### config.mk
export PLATFORM = sky130hd
export DESIGN_NAME = mem_stage
export DESIGN_NICKNAME = d
export VERILOG_FILES = /design/src/rtl/mem_stage.sv
export SDC_FILE = /design/constraint.sdc
export NUM_CORES = 1
export LEC_CHECK = 0
export ABC_AREA = 1
export BUFFER_PORTS_ARGS = -buffer_cell sky130_fd_sc_hd__buf_2
export CAP_MARGIN = 20
export CORE_AREA = 2 2 111 113
export DETAILED_ROUTE_END_ITERATION = 8
export DIE_AREA = 0 0 113 115
export MAX_ROUTING_LAYER = met4
export PLACE_DENSITY = 0.68
export SKIP_CTS_REPAIR_TIMING = 1
export SLEW_MARGIN = 20
export SYNTH_ARGS = -nofsm -noshare
export SYNTH_HDL_FRONTEND = slang
export SYNTH_SLANG_ARGS = --single-unit
### constraint.sdc
create_clock -name clk -period 2.28 [get_ports clk]
set_input_delay 0.456 -clock clk [delete_from_list [all_inputs] [get_ports clk]]
set_output_delay 0.456 -clock clk [all_outputs]
set_load 0.01 [all_outputs]
### src/rtl/mem_stage.sv
// mem_stage: MEM pipeline stage with a stalling IDLE/REQ/DONE data-bus FSM, load extension and ack timeout.
// Defining MEM_ALIGN_CHECK_EN enables misaligned-access exceptions (exc_adel/exc_ades/bad_vaddr).
module mem_stage #(
  parameter int ACK_TIMEOUT = 256
) (
  input  logic        clk,
  input  logic        rst,
  input  logic [3:0]  ex_mem_op,
  input  logic [31:0] ex_mem_addr,
  input  logic [31:0] ex_mem_store_data,
  input  logic [31:0] ex_reg_write_data,
  input  logic [4:0]  ex_reg_write_addr,
  input  logic        ex_reg_write_en,
  input  logic        flush,
  output logic [31:0] mem_reg_write_data,
  output logic [4:0]  mem_reg_write_addr,
  output logic        mem_reg_write_en,
  output logic        stall_req,
  output logic        data_req,
  output logic        data_we,
  output logic [31:0] data_addr,
  output logic [3:0]  data_wstrb,
  output logic [31:0] data_wdata,
  input  logic        data_ack,
  input  logic [31:0] data_rdata,
  output logic        exc_adel,
  output logic        exc_ades,
  output logic [31:0] bad_vaddr,
  output logic        bus_err
);
  typedef enum logic [1:0] {IDLE, REQ, DONE} state_t;
  localparam int CW = ACK_TIMEOUT > 0 ? $clog2(ACK_TIMEOUT + 1) : 1;
  state_t state_q, state_d;
  logic [31:0] rdata_q, rdata_d, ld;
  logic [CW-1:0] cnt_q, cnt_d;
  logic flush_q, flush_d, err_q, err_d;
  logic is_load, is_store, misal, timeout;
  logic [7:0] lb;
  logic [15:0] lh;
  assign is_load = ex_mem_op inside {[4'd1:4'd5]};
  assign is_store = ex_mem_op inside {[4'd6:4'd8]};
`ifdef MEM_ALIGN_CHECK_EN
  assign misal = ((ex_mem_op inside {4'd3, 4'd4, 4'd7}) && ex_mem_addr[0]) ||
                 ((ex_mem_op inside {4'd5, 4'd8}) && ex_mem_addr[1:0] != 2'b00);
`else
  assign misal = 1'b0;
`endif
  assign timeout = (ACK_TIMEOUT != 0) && (cnt_q == CW'(ACK_TIMEOUT));
  assign lb = rdata_q[{ex_mem_addr[1:0], 3'b000} +: 8];
  assign lh = ex_mem_addr[1] ? rdata_q[31:16] : rdata_q[15:0];
  assign ld = ex_mem_op == 4'd1 ? {{24{lb[7]}}, lb} :
              ex_mem_op == 4'd2 ? {24'b0, lb} :
              ex_mem_op == 4'd3 ? {{16{lh[15]}}, lh} :
              ex_mem_op == 4'd4 ? {16'b0, lh} : rdata_q;
  always_comb begin
    state_d = state_q;
    rdata_d = rdata_q;
    cnt_d = '0;
    err_d = err_q;
    stall_req = 1'b0;
    data_req = 1'b0;
    data_we = 1'b0;
    data_addr = '0;
    data_wstrb = '0;
    data_wdata = '0;
    exc_adel = 1'b0;
    exc_ades = 1'b0;
    bad_vaddr = '0;
    bus_err = 1'b0;
    mem_reg_write_data = ex_reg_write_data;
    mem_reg_write_addr = ex_reg_write_addr;
    mem_reg_write_en = ex_reg_write_en;
    case (state_q)
      IDLE: begin
        if (misal) begin
          exc_adel = is_load;
          exc_ades = is_store;
          bad_vaddr = ex_mem_addr;
          mem_reg_write_en = 1'b0;
        end else if (is_load || is_store) begin
          stall_req = 1'b1;
          mem_reg_write_en = 1'b0;
          state_d = REQ;
        end
      end
      REQ: begin
        stall_req = 1'b1;
        mem_reg_write_en = 1'b0;
        if (timeout) begin
          bus_err = 1'b1;
          err_d = 1'b1;
          state_d = DONE;
        end else begin
          data_req = 1'b1;
          data_we = is_store;
          data_addr = {ex_mem_addr[31:2], 2'b00};
          data_wstrb = ex_mem_op == 4'd6 ? 4'b0001 << ex_mem_addr[1:0] :
                       ex_mem_op == 4'd7 ? (ex_mem_addr[1] ? 4'b1100 : 4'b0011) :
                       ex_mem_op == 4'd8 ? 4'b1111 : 4'b0000;
          data_wdata = ex_mem_op == 4'd6 ? {4{ex_mem_store_data[7:0]}} :
                       ex_mem_op == 4'd7 ? {2{ex_mem_store_data[15:0]}} :
                       ex_mem_op == 4'd8 ? ex_mem_store_data : 32'h0;
          cnt_d = cnt_q + 1'b1;
          if (data_ack) begin
            rdata_d = data_rdata;
            state_d = DONE;
          end
        end
      end
      DONE: begin
        state_d = IDLE;
        err_d = 1'b0;
        mem_reg_write_data = is_load ? ld : ex_reg_write_data;
        mem_reg_write_en = ex_reg_write_en & ~err_q;
      end
      default: state_d = IDLE;
    endcase
    // flush stays latched for the whole transaction and is released on return to IDLE
    flush_d = (state_d == IDLE) ? 1'b0 : (flush_q | flush);
    if (flush || flush_q) mem_reg_write_en = 1'b0;
    if (!rst) begin
      stall_req = 1'b0;
      data_req = 1'b0;
      data_we = 1'b0;
      data_addr = '0;
      data_wstrb = '0;
      data_wdata = '0;
      exc_adel = 1'b0;
      exc_ades = 1'b0;
      bad_vaddr = '0;
      bus_err = 1'b0;
      mem_reg_write_data = '0;
      mem_reg_write_addr = '0;
      mem_reg_write_en = 1'b0;
    end
  end
  always_ff @(posedge clk) begin
    if (!rst) begin
      state_q <= IDLE;
      rdata_q <= '0;
      cnt_q <= '0;
      flush_q <= 1'b0;
      err_q <= 1'b0;
    end else begin
      state_q <= state_d;
      rdata_q <= rdata_d;
      cnt_q <= cnt_d;
      flush_q <= flush_d;
      err_q <= err_d;
    end
  end
endmodule
==> impl_metrics.env <==
export IMPL_start_util_pct=35.0
export IMPL_required_ns=1.82
export IMPL_port_buffers=249
export IMPL_setup_viol=11
export IMPL_coreArea_um2=11800
export IMPL_path_cells="buf_4, nor2_4, a21oi_4, nand2_4, a21oi_4, clkbuf_16, nand2_4, a21oi_2, buf_2"
export IMPL_grt_pass1_vias=4755
export IMPL_finalWirelength_um=16200
export IMPL_grt_max_degree=48
export IMPL_critPathCaptureType="output pin"
export IMPL_reg2reg_depth=11
export IMPL_timing_final_ws_setup_ns=-0.0338
export IMPL_numCtsBuffers=5
export IMPL_synth_seq_cells=45
export IMPL_intPower_mw=1.73
export IMPL_avgSynthCellArea_um2=5.61
export IMPL_powerDensity_nw_per_um2=414
export IMPL_post_route_min_period_ns=2.31
export IMPL_pin_count=286
export IMPL_crit_type="primary input to output pin"
export IMPL_finalSetupTns_ns=-0.105
export IMPL_clk_pin_slew_ns=0.06
export IMPL_drive_gt1_share_pct=39.4
export IMPL_clockRootBuffer="clkbuf_16"
export IMPL_power_frac_comb_pct=34.0
export IMPL_finalHoldViolCount=0
export IMPL_synthToLayoutAreaGrowth_pct=51.6
export IMPL_hold_path_cell_count=3
export IMPL_fmax_ghz=0.432
export IMPL_p_sw_mw=0.870
export IMPL_post_drt_via_cell_ratio=4.76
export IMPL_cts_sinks=45
export IMPL_cts_buffer_depth=2
export IMPL_min_path_type="primary input to flip-flop"
export IMPL_power_frac_seq_pct=33.9
export IMPL_grt_first_pass_wirelength_um=23900
export IMPL_fin_nets=1153
export IMPL_antenna_found_initial=3
export IMPL_dieWidth_um=113
export IMPL_violations="DRC, setup timing"
export IMPL_post_route_util_pct=53.1
export IMPL_worst_r2r_setup_slack_ns=0.35
export IMPL_row_count=40
export IMPL_clock_skew_ns=0.00412
export IMPL_grt_overflow=0
export IMPL_gp_congestion=1.04
export IMPL_layout_common_cells="244 x buf_2, 159 x nor2_1, 111 x nand2_1"
export IMPL_crit_path_top_delay_cell="a21oi_4"
export IMPL_die_h_um=115
export IMPL_dpl_cell_area_um2=5520
export IMPL_synth_edf_count=0
export IMPL_power_leakage_nw=3.56
export IMPL_final_area_um2=6280
export IMPL_synth_warnings=0
export IMPL_start_kind="primary input"
export IMPL_drt_first_pass_iters=7
export IMPL_clk_latency_ns=0.29
export IMPL_grt_usage_pct=23.2
export IMPL_postRouteAntennaNets=0
export IMPL_synth_area_top_cells="dfxtp_1 22%, nor2_1 15%, nand2_1 12%"
export IMPL_initialDrtViolationCount=364
export IMPL_wl_per_cell_um=13.9
export IMPL_switching_share_pct=33.5
export IMPL_synth_area_leader_cell="dfxtp_1"
export IMPL_cap_viol_max_count=0
export IMPL_min_period_over_period_pct=101
export IMPL_final_common_cell="buf_2"
export IMPL_synth_top_area_share_pct=21.8
export IMPL_netlist_cell_type_count=36
export IMPL_arrival_ns=1.86
export IMPL_clkPwrFrac_pct=32.1
export IMPL_slowest_delay_ns=0.29
export IMPL_cts_tree="yes"
export IMPL_drc=20
export IMPL_crit_buf_inv=3
export IMPL_cp_num_cells=9
export IMPL_rsz0062_at_grt="yes"
export IMPL_synthFlopType="dfxtp_1"
export IMPL_synthCells=738
export IMPL_dp_hpwl_um=12400
export IMPL_cp_max_fo=6
export IMPL_drv_slew=0
export IMPL_die_area_um2=13000
export IMPL_cts_htree_levels=2
export IMPL_vdd_drop_max_uv=296
export IMPL_vias=5524
export IMPL_critPathTopFamily="compound AO/OA/AOI/OAI gates"
export IMPL_async_flop_share_pct=0
export IMPL_ys_seq_area_share_pct=21.8
export IMPL_status="complete, but fails checks"
export IMPL_netlist_area_um2=4140
export IMPL_hold_ws_ns=0.415
power by group through the flow:
stage          registers [mW]  logic, mW  clock network [mW]
2_1_floorplan           0.879      0.495                   0
3_3_place_gp            0.894      0.763                   0
3_5_place_dp            0.896      0.764                   0
4_1_cts                 0.879      0.769               0.849
5_1_grt                 0.886      0.982               0.883
6_report                0.881      0.883               0.832
state kept, by name, indices dropped and copies added, names as in the netlist:
signal / count
flush_q: 1
state_q: 2
err_q: 1
rdata_q: 32
cnt_q: 9
cell usage after synthesis, drive strengths merged, types with 5 or more instances:
| cell | n |
|---|---|
| inv | 100 |
| clkbuf | 15 |
| nor3 | 5 |
| dfxtp | 45 |
| nand2 | 138 |
| o211ai | 7 |
| buf | 60 |
| nor2 | 168 |
| a21oi | 73 |
| o21ai | 77 |
| nand3 | 14 |
| nand4 | 6 |
| a221oi | 16 |
final timing paths:
| check | start | to |
|---|---|---|
| max | ex_mem_op[0] | mem_reg_write_data[30] |
| min | flush | flush_q$_SDFF_PP0_ |
| max reg2reg | cnt_q[0]$_SDFF_PP0_ | rdata_q[7]$_SDFFE_PN0P_ |
| min reg2reg | state_q[0]$_SDFF_PN0_ | state_q[0]$_SDFF_PN0_ |
logic make-up (layout without fill, tap and decap cells):
kind of cell             Yosys count  after routing  synth area share [%]
AND/OR/NAND/NOR                  334            334                  32.6
XOR/XNOR                           1              1                 0.212
AO/OA/AOI/OAI                    180            180                  24.5
flip-flops                        45             45                  21.8
other                              1             39                0.0906
buffers and inverters            175            412                  20.2
adder cells (fa/ha/maj)            2              2                 0.604
per-stage QoR:
stage | instances | power [mW] | setup slack (ns)
after global placement | 1127 | 1.66 | -0.0329
after global routing | 1160 | 2.75 | -0.0770
after CTS | 1135 | 2.50 | -0.0972
after floorplan | 773 | 1.37 | 0.325
after detailed placement | 1127 | 1.66 | -0.0387
final | 1160 | 2.60 | -0.0338
layer usage:
metal | GRT usage [%] | vias to the layer above | wire length [um]
li1 | - | 2825 | -
met1 | 32.4 | 2415 | 7430
met2 | 33.9 | 258 | 6940
met3 | 5.38 | 26 | 1510
met4 | 5.77 | 0 | 303
met5 | - | - | 0
worst reg2reg max path, stage by stage, from the launching register on:
cell and delay, ns:
dfxtp_2 0.32, inv_1 0.05, ha_2 0.16, nand4_1 0.07, nor2_1 0.12, nand2_2 0.09
buf_4 0.15, buf_4 0.15, nand3_1 0.14, buf_4 0.30, o21ai_0 0.20, nor2_1 0.14
final cells by class:
type                       instances  area, um2
multi-input combinational        553       2810
inverter                         100        389
clock inverter                     3       46.3
tap                              147        184
fill                            1258       5540
sequential                        45        907
antenna                            3       7.51
timing repair inverter             2       13.8
timing repair buffer             302       1790
clock buffer                       5        125
(Power assumes the default switching activity.)
